--- src/rtl/hamming_secded_pkg.sv ---
// Shared types and helpers for the SECDED stream codec.
// Optional 7-segment output: HAMMING_SECDED_7SEG_EN.
package hamming_secded_pkg;

  typedef enum logic [1:0] {
    FLG_NONE = 2'd0,
    FLG_1BIT = 2'd1,
    FLG_2BIT = 2'd2,
    FLG_PAR  = 2'd3
  } flag_e;

  // gfedcba, index = hex digit
  localparam logic [15:0][6:0] SEG_LUT = {
    7'h71, 7'h79, 7'h5E, 7'h39,
    7'h7C, 7'h77, 7'h6F, 7'h7F,
    7'h07, 7'h7D, 7'h6D, 7'h66,
    7'h4F, 7'h5B, 7'h06, 7'h3F
  };

  function automatic int calc_p(input int dw);
    int p;
    p = 0;
    for (int q = 7; q >= 1; q--)
      if ((1 << q) >= dw + q + 1) p = q;
    return p;
  endfunction

  // Data index -> code position, skipping powers of two
  function automatic int data_pos(input int idx);
    int cnt;
    int pos;
    cnt = -1;
    pos = 0;
    for (int k = 1; k < 128; k++)
      if ((k & (k - 1)) != 0) begin
        cnt++;
        if (cnt == idx) pos = k;
      end
    return pos;
  endfunction

endpackage

--- src/rtl/hamming_secded_enc.sv ---
// Combinational extended-Hamming encoder.
// Bit 0 is overall even parity over positions 1..N.
module hamming_secded_enc
  import hamming_secded_pkg::*;
#(
  parameter int DATA_W = 8,
  localparam int P = calc_p(DATA_W),
  localparam int CODE_W = DATA_W + P + 1
) (
  input  logic [DATA_W-1:0] data,
  output logic [CODE_W-1:0] code
);

  logic [CODE_W-1:0] raw;
  logic [P-1:0]      par;

  always_comb begin
    raw = '0;
    for (int i = 0; i < DATA_W; i++)
      raw[data_pos(i)] = data[i];
    par = '0;
    for (int j = 0; j < P; j++)
      for (int k = 1; k < CODE_W; k++)
        if (k[j]) par[j] ^= raw[k];
    code = raw;
    for (int j = 0; j < P; j++)
      code[1 << j] = par[j];
    code[0] = ^code[CODE_W-1:1];
  end

endmodule

--- src/rtl/hamming_secded_stream.sv ---
// 3-stage SECDED encode/inject/decode pipeline with stats.
// Optional 7-segment output: HAMMING_SECDED_7SEG_EN.
module hamming_secded_stream
  import hamming_secded_pkg::*;
#(
  parameter int DATA_W = 8,
  parameter int CNT_W  = 16,
  localparam int P      = calc_p(DATA_W),
  localparam int N      = DATA_W + P,
  localparam int CODE_W = N + 1
) (
  input  logic              in_clk,
  input  logic              in_rst_n,
  input  logic              in_valid,
  output logic              out_ready_in,
  input  logic [DATA_W-1:0] in_data,
  input  logic [CODE_W-1:0] in_noise,
  output logic              out_valid,
  input  logic              in_ready,
  output logic [DATA_W-1:0] out_data,
  output logic              out_1bit_error,
  output logic              out_2bit_error,
  output logic              out_parity_error,
  output logic [P-1:0]      out_syndrome,
  input  logic              in_cnt_clr,
  output logic [CNT_W-1:0]  out_cnt_1bit,
  output logic [CNT_W-1:0]  out_cnt_2bit
`ifdef HAMMING_SECDED_7SEG_EN
  ,
  output logic [6:0]        out_7seg
`endif
);

  localparam logic [P-1:0]     N_LIM   = P'(N);
  localparam logic [CNT_W-1:0] CNT_MAX = '1;

  logic              adv;
  logic              xfer;
  logic [CODE_W-1:0] enc_code;

  logic              v1;
  logic [CODE_W-1:0] w1;
  logic              v2;
  logic [P-1:0]      s2;
  logic              p2;
  logic [DATA_W-1:0] d2;

  logic [P-1:0]      syn;
  logic              pm;
  logic [DATA_W-1:0] rdata;
  logic [DATA_W-1:0] cdata;
  flag_e             flag;

  assign adv          = !out_valid || in_ready;
  assign out_ready_in = in_rst_n && adv;
  assign xfer         = out_valid && in_ready;

  hamming_secded_enc #(.DATA_W(DATA_W)) u_enc (
    .data (in_data),
    .code (enc_code)
  );

  always_comb begin
    syn = '0;
    for (int k = 1; k <= N; k++)
      if (w1[k]) syn ^= P'(k);
    pm = ^w1;
    rdata = '0;
    for (int i = 0; i < DATA_W; i++)
      rdata[i] = w1[data_pos(i)];
  end

  always_comb begin
    flag  = FLG_NONE;
    cdata = d2;
    unique case (1'b1)
      (s2 == '0 && !p2): flag = FLG_NONE;
      (s2 == '0 && p2):  flag = FLG_PAR;
      (s2 != '0 && p2 && s2 <= N_LIM): begin
        flag = FLG_1BIT;
        for (int i = 0; i < DATA_W; i++)
          if (s2 == P'(data_pos(i)))
            cdata[i] = ~d2[i];
      end
      default: flag = FLG_2BIT;
    endcase
  end

  always_ff @(posedge in_clk or negedge in_rst_n) begin
    if (!in_rst_n) begin
      v1               <= 1'b0;
      w1               <= '0;
      v2               <= 1'b0;
      s2               <= '0;
      p2               <= 1'b0;
      d2               <= '0;
      out_valid        <= 1'b0;
      out_data         <= '0;
      out_1bit_error   <= 1'b0;
      out_2bit_error   <= 1'b0;
      out_parity_error <= 1'b0;
      out_syndrome     <= '0;
    end else if (adv) begin
      v1               <= in_valid;
      w1               <= enc_code ^ in_noise;
      v2               <= v1;
      s2               <= syn;
      p2               <= pm;
      d2               <= rdata;
      out_valid        <= v2;
      out_data         <= cdata;
      out_1bit_error   <= v2 && flag == FLG_1BIT;
      out_2bit_error   <= v2 && flag == FLG_2BIT;
      out_parity_error <= v2 && flag == FLG_PAR;
      out_syndrome     <= s2;
    end
  end

  // Clear beats a same-cycle increment
  always_ff @(posedge in_clk or negedge in_rst_n) begin
    if (!in_rst_n) begin
      out_cnt_1bit <= '0;
      out_cnt_2bit <= '0;
    end else if (in_cnt_clr) begin
      out_cnt_1bit <= '0;
      out_cnt_2bit <= '0;
    end else if (xfer) begin
      if (out_1bit_error && out_cnt_1bit != CNT_MAX)
        out_cnt_1bit <= out_cnt_1bit + 1'b1;
      if (out_2bit_error && out_cnt_2bit != CNT_MAX)
        out_cnt_2bit <= out_cnt_2bit + 1'b1;
    end
  end

`ifdef HAMMING_SECDED_7SEG_EN
  always_ff @(posedge in_clk or negedge in_rst_n) begin
    if (!in_rst_n)
      out_7seg <= 7'h3F;
    else if (xfer)
      out_7seg <= SEG_LUT[out_data[3:0]];
  end
`endif

endmodule
--- config.mk ---
export PLATFORM = sky130hd
export DESIGN_NAME = hamming_secded_stream
export DESIGN_NICKNAME = d
export VERILOG_FILES = /design/src/rtl/hamming_secded_pkg.sv /design/src/rtl/hamming_secded_enc.sv /design/src/rtl/hamming_secded_stream.sv
export SDC_FILE = /design/constraint.sdc
export NUM_CORES = 1
export LEC_CHECK = 0
export ABC_AREA = 0
export CAP_MARGIN = 0
export CORE_ASPECT_RATIO = 2
export CORE_UTILIZATION = 44
export DETAILED_ROUTE_END_ITERATION = 16
export PLACE_DENSITY = 0.71
export SLEW_MARGIN = 20
export SYNTH_ARGS = -nofsm -noshare
export SYNTH_HDL_FRONTEND = slang
export SYNTH_SLANG_ARGS = --single-unit
--- constraint.sdc ---
create_clock -name in_clk -period 2.2 [get_ports in_clk]
set_input_delay 0.22 -clock in_clk [delete_from_list [all_inputs] [get_ports in_clk]]
set_output_delay 0.22 -clock in_clk [all_outputs]
set_load 0.005 [all_outputs]
==> results of run 1 <==
-- where the power goes --
| group | internal, uW | total, uW | switching (uW) |
|---|---|---|---|
| Combinational | 955 | 1600 | 642 |
| Clock | 988 | 1550 | 558 |
| Sequential | 1740 | 2080 | 339 |
-- state kept, by name (all words and copies together) (netlist names) --
name / flops
d2: 8
out_1bit_error: 1
out_2bit_error: 1
out_cnt_1bit: 16
out_cnt_2bit: 16
out_data: 8
out_parity_error: 1
out_syndrome: 4
out_valid: 1
p2: 1
s2: 4
v1: 1
v2: 1
w1: 13
-- cell usage after synthesis (7+ instances only) --
| master | n |
|---|---|
| clkbuf_1 | 16 |
| mux2_2 | 17 |
| nand3_1 | 12 |
| nand2_1 | 38 |
| nand4_1 | 11 |
| nor2_1 | 40 |
| a211oi_1 | 7 |
| xnor2_1 | 70 |
| dfrtp_1 | 76 |
| nor4_1 | 7 |
| o21ai_0 | 25 |
| xor2_1 | 12 |
| nor3_1 | 10 |
-- cell families (layout without fill, tap and decap cells) --
kind of cell               count (synthesis)  after routing  share of synthesized area
muxes                                     18             18                     0.0518
xor gates and xnor gates                  84             84                      0.194
and+or+nand+nor                          141            141                      0.176
DFF                                       76             76                      0.489
AOI/OAI and AO/OA                         42             42                     0.0633
buffers and inverters                     20            103                     0.0196
adders and majority gates                  2              2                    0.00643
-- per-stage QoR --
| stage | instance area [um^2] | hold WS [ns] | TNS [ns] | utilization |
|---|---|---|---|---|
| final | 5100 | 0.147 | 0 | 0.594 |
| after CTS | 5100 | 0.199 | 0 | 0.594 |
| after global routing | 5100 | 0.237 | 0 | 0.594 |
| after global placement | 4790 | 0.480 | 0 | 0.557 |
| after floorplan | 3890 | -0.0756 | 0 | - |
| after detailed placement | 4790 | 0.486 | -0.0105 | 0.557 |
-- cell type report --
cell class	count	area, um^2	share of cell area
sequential	76	1900	0.373
multi-input combinational	287	1920	0.377
inverter	3	11.3	0.00221
timing repair buffer	84	826	0.162
clock buffer	9	225	0.0441
tap	100	125	0.0245
clock inverter	7	91.3	0.0179
-- metal layers --
metal  share of wire  up-vias
met5               0        -
li1                -     1469
met2            0.59       76
met1            0.36     1440
met3           0.035       12
met4           0.020        0
-- how the worst max path moves through the flow --
stage,start,endpoint,depth (start not counted)
6_report,in_ready,out_ready_in,6
5_1_grt,out_cnt_2bit[3],out_cnt_2bit[4],5
4_1_cts,in_ready,out_ready_in,6
3_5_place_dp,in_data[4],w1[0],6
3_3_place_gp,in_data[4],w1[0],6
2_1_floorplan,out_cnt_1bit[2],out_cnt_1bit[13],6
==> out/qor.csv, run 1 <==
metric;value;unit
required;1.98;ns
leakage;0.00196;uW
fin_crit_sh;0.880;
ant_nets;0;
cts.sinks;76;
cts-root-buf;clkbuf_16;
place_worst_setup_slack;-0.0105;ns
die_y;135;um
finalSetupViolCount;0;
finalMaxSlewViolations;0;
async_reset_ff_frac;1.00;
grt_pass1_wl;13.1;mm
antenna_found_initial;0;
rsz0062_at_grt;no;
synth_area_leaders;dfrtp_1 49%, xnor2_1 16%, mux2_2 4.9%;
wirelength;8.08;mm
grt_start_max_net_pins;77;
status;complete, no violations;
maxCapViolations;0;
syn_inst;383;
cts-resized-gates;0;
path_buf_inv;4;
grt_pass1_vias;2854;
finalHoldViolations;0;
syn_avg_cell_area;10.2;um^2
r2r_start;out_cnt_1bit[2];
fin_skew;0.00639;ns
cts_setup_buffers;0;
dp_cells;550;
power.density;1020;nW/um^2
crit_family;buffers and inverters;
layout_setup_ws;0.263;ns
final_layout_size_suffix_gt1_frac;0.107;
met2_usage;0.358;
ys.warnings.count;0;
drc_errors;0;
cts_buffers;9;
fin_crit;1.94;ns
crit_slowest_cell;clkdlybuf4s50_1;
firstDrtPassIters;4;
die_area;9250;um^2
synth-seq-cells;76;
endpoint_kind;output port;
gr-max-usage-layer;met2;
crit_chain;clkdlybuf4s50_1 > buf_4 > nor2b_4 > nor2b_1 > buf_4 > clkdlybuf4s50_1;
rows;48;
synth_edf_count;0;
use_met1;0.199;
ctsHoldBuffers;0;
n_fill_cell;747;
clk_latency;0.33;ns
ys_seq_area_frac;0.489;
fp.dieW;68.5;um
reg2reg_slack;0.27;ns
hold_class;in2async;
yosysUniqueCellTypes;36;
ir_drop;0.535;mV
yosys.area.top_type_share;0.489;
crit_arrival;1.72;ns
portBuffers;74;
tightestPinTransition;0.967;ns
syn_nets;411;
synth_area;3890;um^2
final_common_cell;dfrtp_1;
final_cell_mix;76 x dfrtp_1, 73 x clkdlybuf4s50_1, 70 x xnor2_1;
r2r_cells;5;
gr-usage-all-layers;0.192;
cts_buffer_depth;2;
clk_pin_slew_worst_paths;0.06;ns
slowest_delay;0.52;ns
first_iter_violations;144;
vias_per_cell;5.30;
ys.flop_type;dfrtp_1;
vias;2997;
cp-start-kind;primary input;
core-area;8590;um^2
htree_levels;3;
post_drt_wl_per_cell;14.3;um
max_freq;0.516;GHz
initial_utilization;0.453;
r2r_end;out_cnt_1bit[13];
area_delta_synth_final;31.1;%
overflow;0;
stdcell_count;566;
tritoncts;done;
path_max_fanout;4;
p_total;5220;uW
use_met3;0.0287;
n_antenna_cell;0;
yosysTopAreaCell;dfrtp_1;
critical_path_class;in2out;
ios;75;
nets;489;
hpwl;5.91;mm
gp_congestion;0.797;
max_slew_margin;0.355;
No activity file was read; power rests on OpenSTA's default activity.
==> inputs of run 2 (changes only) <==
- CAP_MARGIN: 0 -> 20
==> results of run 2 <==
Final layout, timing and power as in run 1 (identical DEF).
==> variant 1 (settings of run 1) <==
`CNT_W`: 16 -> 32.
--- a/src/rtl/hamming_secded_stream.sv
+++ b/src/rtl/hamming_secded_stream.sv
@@ -5,5 +5,5 @@
 #(
   parameter int DATA_W = 8,
-  parameter int CNT_W  = 16,
+  parameter int CNT_W  = 32,
   localparam int P      = calc_p(DATA_W),
   localparam int N      = DATA_W + P,
Ports: changed (resized out_cnt_1bit and out_cnt_2bit); port bits go from 75 to 107. No check against the original RTL was run, so the function may have changed too.
==> variant 1 against run 1 <==
Clock skew decreased by 0.00064 ns. Total power rose by 11%. Sequential cell count grew 32. Via count up 75%. Final area increased by 57%. Area after synthesis rose by 48%. Critical endpoint is now out_cnt_2bit[21]$_DFFE_PN0P_. Core utilization is 3.9 points higher. Routed wire length rose by 93%. Worst setup slack worse by 0.24 ns. Register-to-register slack got worse by 0.25 ns.
==> variant 1: results (changes against run 1) <==
qor: critical_path.timing.reg2reg.setup_slack 0.02 ns [-0.25 ns]
qor: cells_and_area.bufAreaShareNonClock 22.2% [+6.1 points]
qor: routing.drt-wirelength-per-cell 16.7 um [+17%]
qor: sta.skew 0.00575 ns [-0.000644 ns]
qor: clock_tree.cts_sinks 108 [+42%]
qor: placed_design.placed_inst_area 7530 um2 [+57%]
qor: placed_design.post-place-ws -0.240 ns [-0.230 ns]
qor: logic_synthesis.synth_cell_type_count 48 [+33%]
qor: cells_and_area.layout_nets 807 [+65%]
qor: logic_synthesis.async_reset_ff_share 100% [unchanged]
qor: cells_and_area.non_clock_inverter_count 11 [+8]
qor: sta.finalHoldWorstSlack 0.332 ns [+0.186 ns]
qor: floorplan.dieArea 13600 um2 [+47%]
qor: routing.detail_route.iter0.violations 293 [+100%]
qor: routing.via_per_inst 5.62 [+6.1%]
qor: critical_path.path_delay_family simple AND/OR/NAND/NOR gates
qor: placed_design.globalplace.congestion 0.932 [+17%]
qor: pwr.power.internal 4.05 mW [+10%]
qor: sta.finalSetupViolCount 0 [unchanged]
qor: outcome.outcome finished clean
qor: pwr.p_leak 3.07 nW [+56%]
qor: cells_and_area.fillerInstances 1059 [+42%]
qor: critical_path.worst_ep_arrival_time 2.41 ns [+0.69 ns]
qor: sta.worstMarginPinSlew 0.768 ns [-0.199 ns]
qor: logic_synthesis.synthTopCellsByArea dfrtp_1, xnor2_1, mux2_2
qor: placed_design.detailed_place_hpwl 11.9 mm [+100%]
qor: cells_and_area.area_share_clock_buf_inv 3.30% [-2.9 points]
qor: global_route.grt_pass1_wl 25.3 mm [+93%]
qor: cells_and_area.multi_input_area 3020 um2 [+57%]
qor: global_route.all_layer_global_routing_usage 23.5% [+4.4 points]
qor: cells_and_area.n_multi_input_combinational_cell 452 [+57%]
qor: placed_design.port_buffers 106 [+43%]
qor: cells_and_area.final.clkbuf_count 13 [+4]
qor: cells_and_area.drive_gt1_share 19.4% [+8.7 points]
qor: logic_synthesis.ys_top_cells_by_count dfrtp_1, nand2_1, xnor2_1
qor: logic_synthesis.postSynthAreaPerCell 9.65 um2 [-5.1%]
qor: cells_and_area.biggestRegsByFlops out_cnt_1bit x32, out_cnt_2bit x32, w1 x13
qor: cells_and_area.multi_input_gate_share_of_the_layout_cell_area 37.7% [+0.079 points]
qor: critical_path.worst_setup_endpoint out_cnt_2bit[21]$_DFFE_PN0P_
qor: critical_path.crit_path_max_incr_delay 0.48 ns [-0.04 ns]
qor: placed_design.dp_cells 909 [+65%]
qor: pwr.vdd_drop_max 0.575 mV [+7.5%]
variant 1: cell types whose count changed after synthesis, moves of 8 or more:
cell     delta
a21oi_1    +34
dfrtp_1    +32
or3_1      +32
o21ai_0    +22
nand2_1    +19
xnor2_1    -14
o31ai_1    +11
nor2_1     -10
inv_1       +8
nand3_1     +8
nor2b_1     +8
or4_1       +8
variant 1: timing repair:
action	in CTS	in global routing
setup endpoints to repair	18	25
gates resized for setup	6	21
gates cloned	0	1
hold buffers	1	0
setup buffers	2	5
pin swaps	3	10
endpoints found under the hold margin	22	0
variant 1: routing by layer:
| metal | vias to the layer above | wire (um) | GRT usage [%] |
|---|---|---|---|
| met2 | 143 | 9110 | 47.0 |
| met5 | - | 0 | 0 |
| met1 | 2555 | 5300 | 22.0 |
| met4 | 0 | 707 | 15.3 |
| met3 | 52 | 480 | 2.63 |
| li1 | 2496 | - | - |
variant 1: logic make-up (layout without fill, tap and decap cells):
family                     after synthesis  count (layout)  share of synthesized area [%]
AOI/OAI and AO/OA                      118             118                           11.7
buffers and inverters                   36             224                           2.55
DFF                                    108             108                           47.0
muxes                                   24              24                           4.66
and+or+nand+nor                        235             235                           22.3
xor gates and xnor gates                73              73                           11.4
adders and majority gates                2               2                          0.435
variant 1: power by group through the flow:
| stage | Combinational [mW] | Sequential (mW) | Clock [mW] |
|---|---|---|---|
| 2_1_floorplan | 1.08 | 2.58 | 0 |
| 3_3_place_gp | 1.61 | 2.70 | 0 |
| 3_5_place_dp | 1.67 | 2.72 | 0 |
| 4_1_cts | 1.68 | 2.68 | 1.51 |
| 5_1_grt | 1.84 | 2.72 | 1.60 |
| 6_report | 1.66 | 2.68 | 1.48 |
==> variant 2 (settings of run 1) <==
Without the edit above. Register the output `out_cnt_1bit` once more; this adds one clock of latency there. The other outputs are not delayed to match.
--- a/src/rtl/hamming_secded_stream.sv
+++ b/src/rtl/hamming_secded_stream.sv
@@ -34,4 +34,6 @@
   localparam logic [P-1:0]     N_LIM   = P'(N);
   localparam logic [CNT_W-1:0] CNT_MAX = '1;
+
+  logic [CNT_W-1:0] out_cnt_1bit_s0;
 
   logic              adv;
@@ -120,12 +122,12 @@
   always_ff @(posedge in_clk or negedge in_rst_n) begin
     if (!in_rst_n) begin
-      out_cnt_1bit <= '0;
+      out_cnt_1bit_s0 <= '0;
       out_cnt_2bit <= '0;
     end else if (in_cnt_clr) begin
-      out_cnt_1bit <= '0;
+      out_cnt_1bit_s0 <= '0;
       out_cnt_2bit <= '0;
     end else if (xfer) begin
-      if (out_1bit_error && out_cnt_1bit != CNT_MAX)
-        out_cnt_1bit <= out_cnt_1bit + 1'b1;
+      if (out_1bit_error && out_cnt_1bit_s0 != CNT_MAX)
+        out_cnt_1bit_s0 <= out_cnt_1bit_s0 + 1'b1;
       if (out_2bit_error && out_cnt_2bit != CNT_MAX)
         out_cnt_2bit <= out_cnt_2bit + 1'b1;
@@ -142,3 +144,7 @@
 `endif
 
+  always_ff @(posedge in_clk) begin
+    out_cnt_1bit <= out_cnt_1bit_s0;
+  end
+
 endmodule
Function: not settled (the Yosys comparison gave no result); the edit may change what the design does.
==> variant 2 against run 1 <==
Routed wire length increased by 7.0%. Via count increased by 3.3%. Final area increased by 7.0%. Sequential power increased by 13%. Sequential cell count increased by 16. Total power increased by 3.6%. Area after synthesis increased by 9.7%. Worst setup slack improved by 0.050 ns.
==> variant 2: results (changes against run 1) <==
qor: placed_design.globalplace.congestion 0.816 [+2.3%]
qor: routing.detail_route.iter0.violations 161 [+12%]
qor: critical_path.timing.reg2reg.setup_slack 0.31 ns [+0.04 ns]
qor: logic_synthesis.compound_gate_portion_of_the_synthesized_area 7.30% [+0.96 points]
qor: logic_synthesis.async_reset_ff_share 82.6% [-17 points]
qor: logic_synthesis.synth-adder-area-share 0.586% [-0.057 points]
qor: critical_path.worst_ep_arrival_time 2.11 ns [+0.39 ns]
qor: critical_path.setup.worst_path.class flip-flop to flip-flop
qor: critical_path.worstPathMaxFanout 5 [+1]
qor: placed_design.post-place-ws 0.195 ns [+0.205 ns]
qor: global_route.all_layer_global_routing_usage 18.6% [-0.54 points]
qor: sta.fmax 530 MHz [+2.7%]
qor: logic_synthesis.xor_xnor_portion_of_the_synthesized_cell_area 17.5% [-1.9 points]
qor: routing.via_per_inst 5.27 [-0.53%]
qor: logic_synthesis.ys_top_cells_by_count dfrtp_1, xnor2_1, nand2_1
qor: clock_tree.clock_latency 0.35 ns [+0.02 ns]
qor: critical_path.r2r-end out_cnt_2bit[8]$_DFFE_PN0P_
qor: cells_and_area.drive_gt1_share 11.0% [+0.22 points]
qor: outcome.outcome finished clean
qor: placed_design.placed_inst_area 5160 um2 [+7.8%]
qor: placed_design.detailed_place_hpwl 6.27 mm [+6.1%]
qor: sta.skew 0.0115 ns [+0.00512 ns]
qor: cells_and_area.biggestRegsByFlops out_cnt_1bit x16, out_cnt_1bit_s0 x16, out_cnt_2bit x16
qor: critical_path.crit_slowest_cell dfrtp_1
qor: placed_design.dp_cells 572 [+4.0%]
qor: cells_and_area.layout_nets 507 [+3.7%]
qor: global_route.grt_pass1_wl 14.5 mm [+11%]
qor: critical_path.r2r.worst_path.cells 6 [+1]
qor: logic_synthesis.postSynthAreaPerCell 10.7 um2 [+5.6%]
qor: logic_synthesis.synth_cell_type_count 50 [+39%]
-- variant 2: kinds of logic (layout without fill, tap and decap cells) --
kind of cell,count (synthesis),in the layout
adders and majority gates,2,2
AOI/OAI and AO/OA,50,50
buffers and inverters,17,103
and+or+nand+nor,138,138
xor gates and xnor gates,82,82
DFF,92,92
muxes,17,17
-- variant 2: where the power goes --
group          leakage [nW]  internal (mW)  switching (mW)
clock                 0.151          0.895           0.636
combinational         0.932          0.896           0.637
sequential             1.11           2.02           0.321
total                  2.19           3.81            1.59
-- variant 2: final cells by class --
class                   count  area, um2
repair buffers             83        806
fillers                   822       3920
inverters                   4       15.0
well taps                 104        130
flip-flops and latches     92       2220
clock buffers              13        282
clock inverters             3       18.8
multi-input cells         289       1990
-- variant 2: routing by layer --
layer  vias up  part of all wire, %  GRT usage [%]
met2        78                   57           34.4
met4         0                  2.6           8.77
li1       1528                    -              -
met5         -                    0              0
met1      1476                   37           19.5
met3        15                  2.9           4.05
